`src/rtl/reg_fp_subtractor.sv`:
```
// Multi-cycle magnitude subtractor for IEEE-754 single-layout operands.
// Input signs are ignored; the result sign says which magnitude was larger.
// Flow: IDLE -> ALIGN -> SUB -> (NORM x N) -> DONE. There is no rounding,
// and any result that underflows is flushed to zero.
module reg_fp_subtractor (
  input  logic        clk,
  input  logic        reset,
  input  logic        start,
  input  logic [31:0] a,
  input  logic [31:0] b,
  output logic        busy,
  output logic        done,
  output logic [31:0] diff
);

  typedef enum logic [2:0] {
    IDLE  = 3'd0,
    ALIGN = 3'd1,
    SUB   = 3'd2,
    NORM  = 3'd3,
    DONE  = 3'd4
  } state_t;

  state_t      state;
  logic [31:0] op_a, op_b;
  logic        res_sign;
  logic [7:0]  res_exp;
  logic [23:0] mant_l, mant_s, m;

  // Alignment datapath, driven from the captured operands.
  logic [30:0] mag_a, mag_b;
  logic        a_big;
  logic [7:0]  exp_l, exp_s, exp_gap;
  logic [23:0] man_l, man_s, man_s_shr;

  // Pick the larger magnitude and right-align the smaller mantissa to it.
  always_comb begin
    mag_a     = op_a[30:0];
    mag_b     = op_b[30:0];
    a_big     = (mag_a >= mag_b);
    exp_l     = a_big ? mag_a[30:23] : mag_b[30:23];
    exp_s     = a_big ? mag_b[30:23] : mag_a[30:23];
    man_l     = a_big ? {1'b1, mag_a[22:0]} : {1'b1, mag_b[22:0]};
    man_s     = a_big ? {1'b1, mag_b[22:0]} : {1'b1, mag_a[22:0]};
    exp_gap   = exp_l - exp_s;
    // A gap of 24 or more moves every bit of S out of range.
    man_s_shr = (exp_gap >= 8'd24) ? 24'd0 : (man_s >> exp_gap);
  end

  // Control FSM and datapath registers. Every output is registered.
  always_ff @(posedge clk or posedge reset) begin
    if (reset) begin
      state    <= IDLE;
      op_a     <= 32'd0;
      op_b     <= 32'd0;
      res_sign <= 1'b0;
      res_exp  <= 8'd0;
      mant_l   <= 24'd0;
      mant_s   <= 24'd0;
      m        <= 24'd0;
      diff     <= 32'd0;
      done     <= 1'b0;
      busy     <= 1'b0;
    end else begin
      case (state)
        IDLE: begin
          done <= 1'b0;
          if (start) begin
            op_a  <= a;
            op_b  <= b;
            busy  <= 1'b1;
            state <= ALIGN;
          end
        end
        ALIGN: begin
          res_sign <= (mag_b > mag_a);
          res_exp  <= exp_l;
          mant_l   <= man_l;
          mant_s   <= man_s_shr;
          state    <= SUB;
        end
        SUB: begin
          // L is never smaller than the aligned S, so this cannot go negative.
          m <= mant_l - mant_s;
          if (mant_l == mant_s) begin
            diff  <= 32'd0;
            done  <= 1'b1;
            state <= DONE;
          end else begin
            state <= NORM;
          end
        end
        NORM: begin
          if (m[23]) begin
            diff  <= {res_sign, res_exp, m[22:0]};
            done  <= 1'b1;
            state <= DONE;
          end else if (res_exp != 8'd0) begin
            // Normalise one bit per cycle.
            m       <= {m[22:0], 1'b0};
            res_exp <= res_exp - 8'd1;
          end else begin
            // The exponent is exhausted before the leading one is found: flush.
            diff  <= 32'd0;
            done  <= 1'b1;
            state <= DONE;
          end
        end
        DONE: begin
          done  <= 1'b0;
          busy  <= 1'b0;
          state <= IDLE;
        end
        default: begin
          done  <= 1'b0;
          busy  <= 1'b0;
          state <= IDLE;
        end
      endcase
    end
  end

endmodule

```
`config.mk`:
```
export PLATFORM = sky130hd
export DESIGN_NAME = reg_fp_subtractor
export DESIGN_NICKNAME = d
export VERILOG_FILES = /design/src/rtl/reg_fp_subtractor.sv
export SDC_FILE = /design/constraint.sdc
export NUM_CORES = 1
export LEC_CHECK = 0
export BUFFER_PORTS_ARGS = -buffer_cell sky130_fd_sc_hd__buf_2
export CORE_MARGIN = 10
export CORE_UTILIZATION = 60
export CTS_CLUSTER_SIZE = 24
export DETAILED_ROUTE_END_ITERATION = 10
export PLACE_DENSITY = 0.78
export SYNTH_ARGS = -nofsm -noshare
export SYNTH_HDL_FRONTEND = slang
export SYNTH_SLANG_ARGS = --single-unit
```
`constraint.sdc`:
```
create_clock -name clk -period 6.23 [get_ports clk]
set_input_delay 0.623 -clock clk [delete_from_list [all_inputs] [get_ports clk]]
set_output_delay 0.623 -clock clk [all_outputs]
set_load 0.02 [all_outputs]
```
==> reports/metrics.yaml <==
first_iter_violations: 800
critPathMaxFanout: 15
die_wd_um: 155
cts_setup_buffers: 0
post-route-worst-setup-slack_ps: 1300
count_of_unique_library_cells_instantiated_by_yosys: 83
cell_area_after_technology_mapping_um2: 10900
number_of_synthesized_flops_with_an_enable_pin: 0
groute.layer.met1.usage_pct: 31.4
place.port_buffers: 98
grt-busiest-layer: "met2"
io-pin-count: 101
report.final.hold_viol_count: 0
timing.slew.headroom_pct: 26.1
cts_htree_levels: 4
register_area_um2: 4500
ys_async_sr_fraction_pct: 100
place.gp.congestion: 0.877
crit_path_start_kind: "flop"
syn_area_per_cell_um2: 9.37
final_common_cell: "dfrtp_1"
tritoncts: "built"
total_count_of_max_transition_violations_in_the_final_report: 0
use_met2_pct: 34.1
final_cell_mix: "dfrtp_1 (180), nand2_1 (126), o21ai_0 (105)"
grt_max_degree: 119
clock_path_buffers: 2
maxCapViolations: 0
holdCritPathClass: "in -> reg"
critical_path_arrival_ps: 5260
postRouteWirelength_mm: 26.4
synth_ff_type: "dfrtp_1"
route.antenna.remaining_nets: 0
cts_root_buf: "clkbuf_16"
sequential_to_total_area_share_from_yosys_stat_pct: 41.2
unrepaired_setup_endpoints_after_global_routing: "false"
crit_required_ps: 6570
slew_worst_pin_ps: 1110
fin_skew_ps: 9.03
first_pass_iteration_count_of_the_detailed_router: 5
multi_input_comb_area_um2: 5870
count_of_yosys_warnings_during_synthesis: 0
period_utilization_post_route_pct: 79.1
area_growth_syn_to_layout_pct: 10.3
cts_made_buffers: 17
path_class: "reg -> reg"
grt_antenna_before_repair: 0
num-fill-cells: 1431
grt_pass1_vias: 8797
grt_first_pass_wirelength_mm: 45.0
timing.fmax_mhz: 203
mappedNetlistNets: 1292
remaining_drc_errors: 0
design.core.area_um2: 18000
cts_sinks: 180
timing.critical_path.to_type: "flop"
clkSlewWorstSetupHoldPaths_ps: 70
start_util_pct: 60.9
height_of_the_die_um: 155
fraction_of_met3_tracks_used_by_global_routing_pct: 4.55
detail_route.wl_per_cell_um: 18.0
post_route_cells_drive_above_1_share_pct: 18.0
detailedPlace.worstSlack_ps: 1280
route.vias.total: 8978
synth_cells: 1167
finalSetupViolations: 0
post_synthesis_sequential_element_count: 180
via_per_inst: 6.11
post_cts_resized: 0
fin_crit_ps: 4930
fin_setup_tns_ps: 0
detailedPlacementHpwl_mm: 19.4
antenna_cells_inserted: 0
clk-insertion-delay-late_ps: 440
rows: 49
final_net_count: 1353
dieArea_um2: 24000
groute.usage.overall_pct: 22.4
cts_hold_buf: 0
global_route.overflow_total: 0
outcome: "finished, final reports clean"
[final cells by class]
type	instances	area share, %
repair buffers	108	4.69
clock buffers	21	3.90
inverters	77	2.44
flip-flops and latches	180	37.3
clock inverters	10	0.612
multi-input cells	844	48.6
well taps	229	2.38
[state kept, by name (all words and copies together) (netlist names)]
| register | count |
|---|---|
| res_sign | 1 |
| busy | 1 |
| done | 1 |
| mant_s | 24 |
| diff | 32 |
| res_exp | 8 |
| state | 3 |
| op_a | 31 |
| mant_l | 24 |
| op_b | 31 |
| m | 24 |
[per-layer routing]
layer | routed length, um | share of wire (%)
met4 | 563 | 2.1
met5 | 0 | 0
met3 | 1710 | 6.5
met1 | 12300 | 46
met2 | 11900 | 45
[final timing paths]
path	startpoint	cells after the start	slack (ps)	end
min in group asynchronous	reset	2	420	res_exp[1]
worst min-delay path	b[25]	3	380	op_b[25]
max in group asynchronous	reset	3	4420	mant_l[12]
worst max-delay path	op_b[22]	15	1300	mant_s[17]
worst min register to register	done	2	480	done
worst max register to register	op_b[22]	15	1300	mant_s[17]
[critical path, cell delays in order, from the launching register on]
cell,delay (ps)
dfrtp_1,410
ha_1,330
nand4_1,230
nor4_2,460
o221ai_2,220
and4_1,450
nor2_4,190
mux2_2,350
ha_1,210
o311ai_2,350
nand3b_1,130
xor2_1,200
or3_1,530
nor2_4,320
nand2_1,170
o32ai_1,260
[logic make-up (layout without fill, tap and decap cells)]
| family | count (synthesis) | in the layout | synth area share [%] |
|---|---|---|---|
| XOR/XNOR | 22 | 22 | 1.83 |
| buffers and inverters | 143 | 216 | 5.33 |
| multiplexers | 86 | 86 | 10.1 |
| AND/OR/NAND/NOR | 321 | 321 | 13.7 |
| adder cells (fa/ha/maj) | 58 | 58 | 6.71 |
| AO/OA/AOI/OAI | 357 | 357 | 21.1 |
| flip-flops | 180 | 180 | 41.2 |
[per-stage QoR]
| stage | instances | hold WS, ps | utilization [%] | instance area (um2) |
|---|---|---|---|---|
| 6_report | 1469 | 381 | 67.2 | 12100 |
| 5_1_grt | 1469 | 397 | 67.2 | 12100 |
| 4_1_cts | 1469 | 375 | 67.2 | 12100 |
| 3_5_place_dp | 1438 | 465 | 64.1 | 11500 |
| 3_3_place_gp | 1438 | 459 | 64.1 | 11500 |
| 2_1_floorplan | 1167 | 450 | - | 10900 |
[cells in the mapped netlist, types with 11 or more instances]
cell type,count,area share (%)
inv_1,77,2.6
nand2_1,126,4.3
xor2_1,12,0.96
nor3_1,24,1.1
nor2_1,82,2.8
o21ai_0,105,4.8
clkbuf_1,46,1.6
a22oi_1,15,1.0
a21oi_1,92,4.2
nand3_1,13,0.60
mux4_2,16,3.3
mux2_2,35,3.6
a211oi_1,13,0.89
nor2b_1,11,0.63
dfrtp_1,180,41
nand4_1,12,0.69
ha_1,57,6.5
mux2i_1,34,3.1
a22o_1,34,2.7
o22ai_1,17,0.97
Power is not shown: default switching activity piles up to over one toggle a cycle in this logic, so the estimate is an artifact.
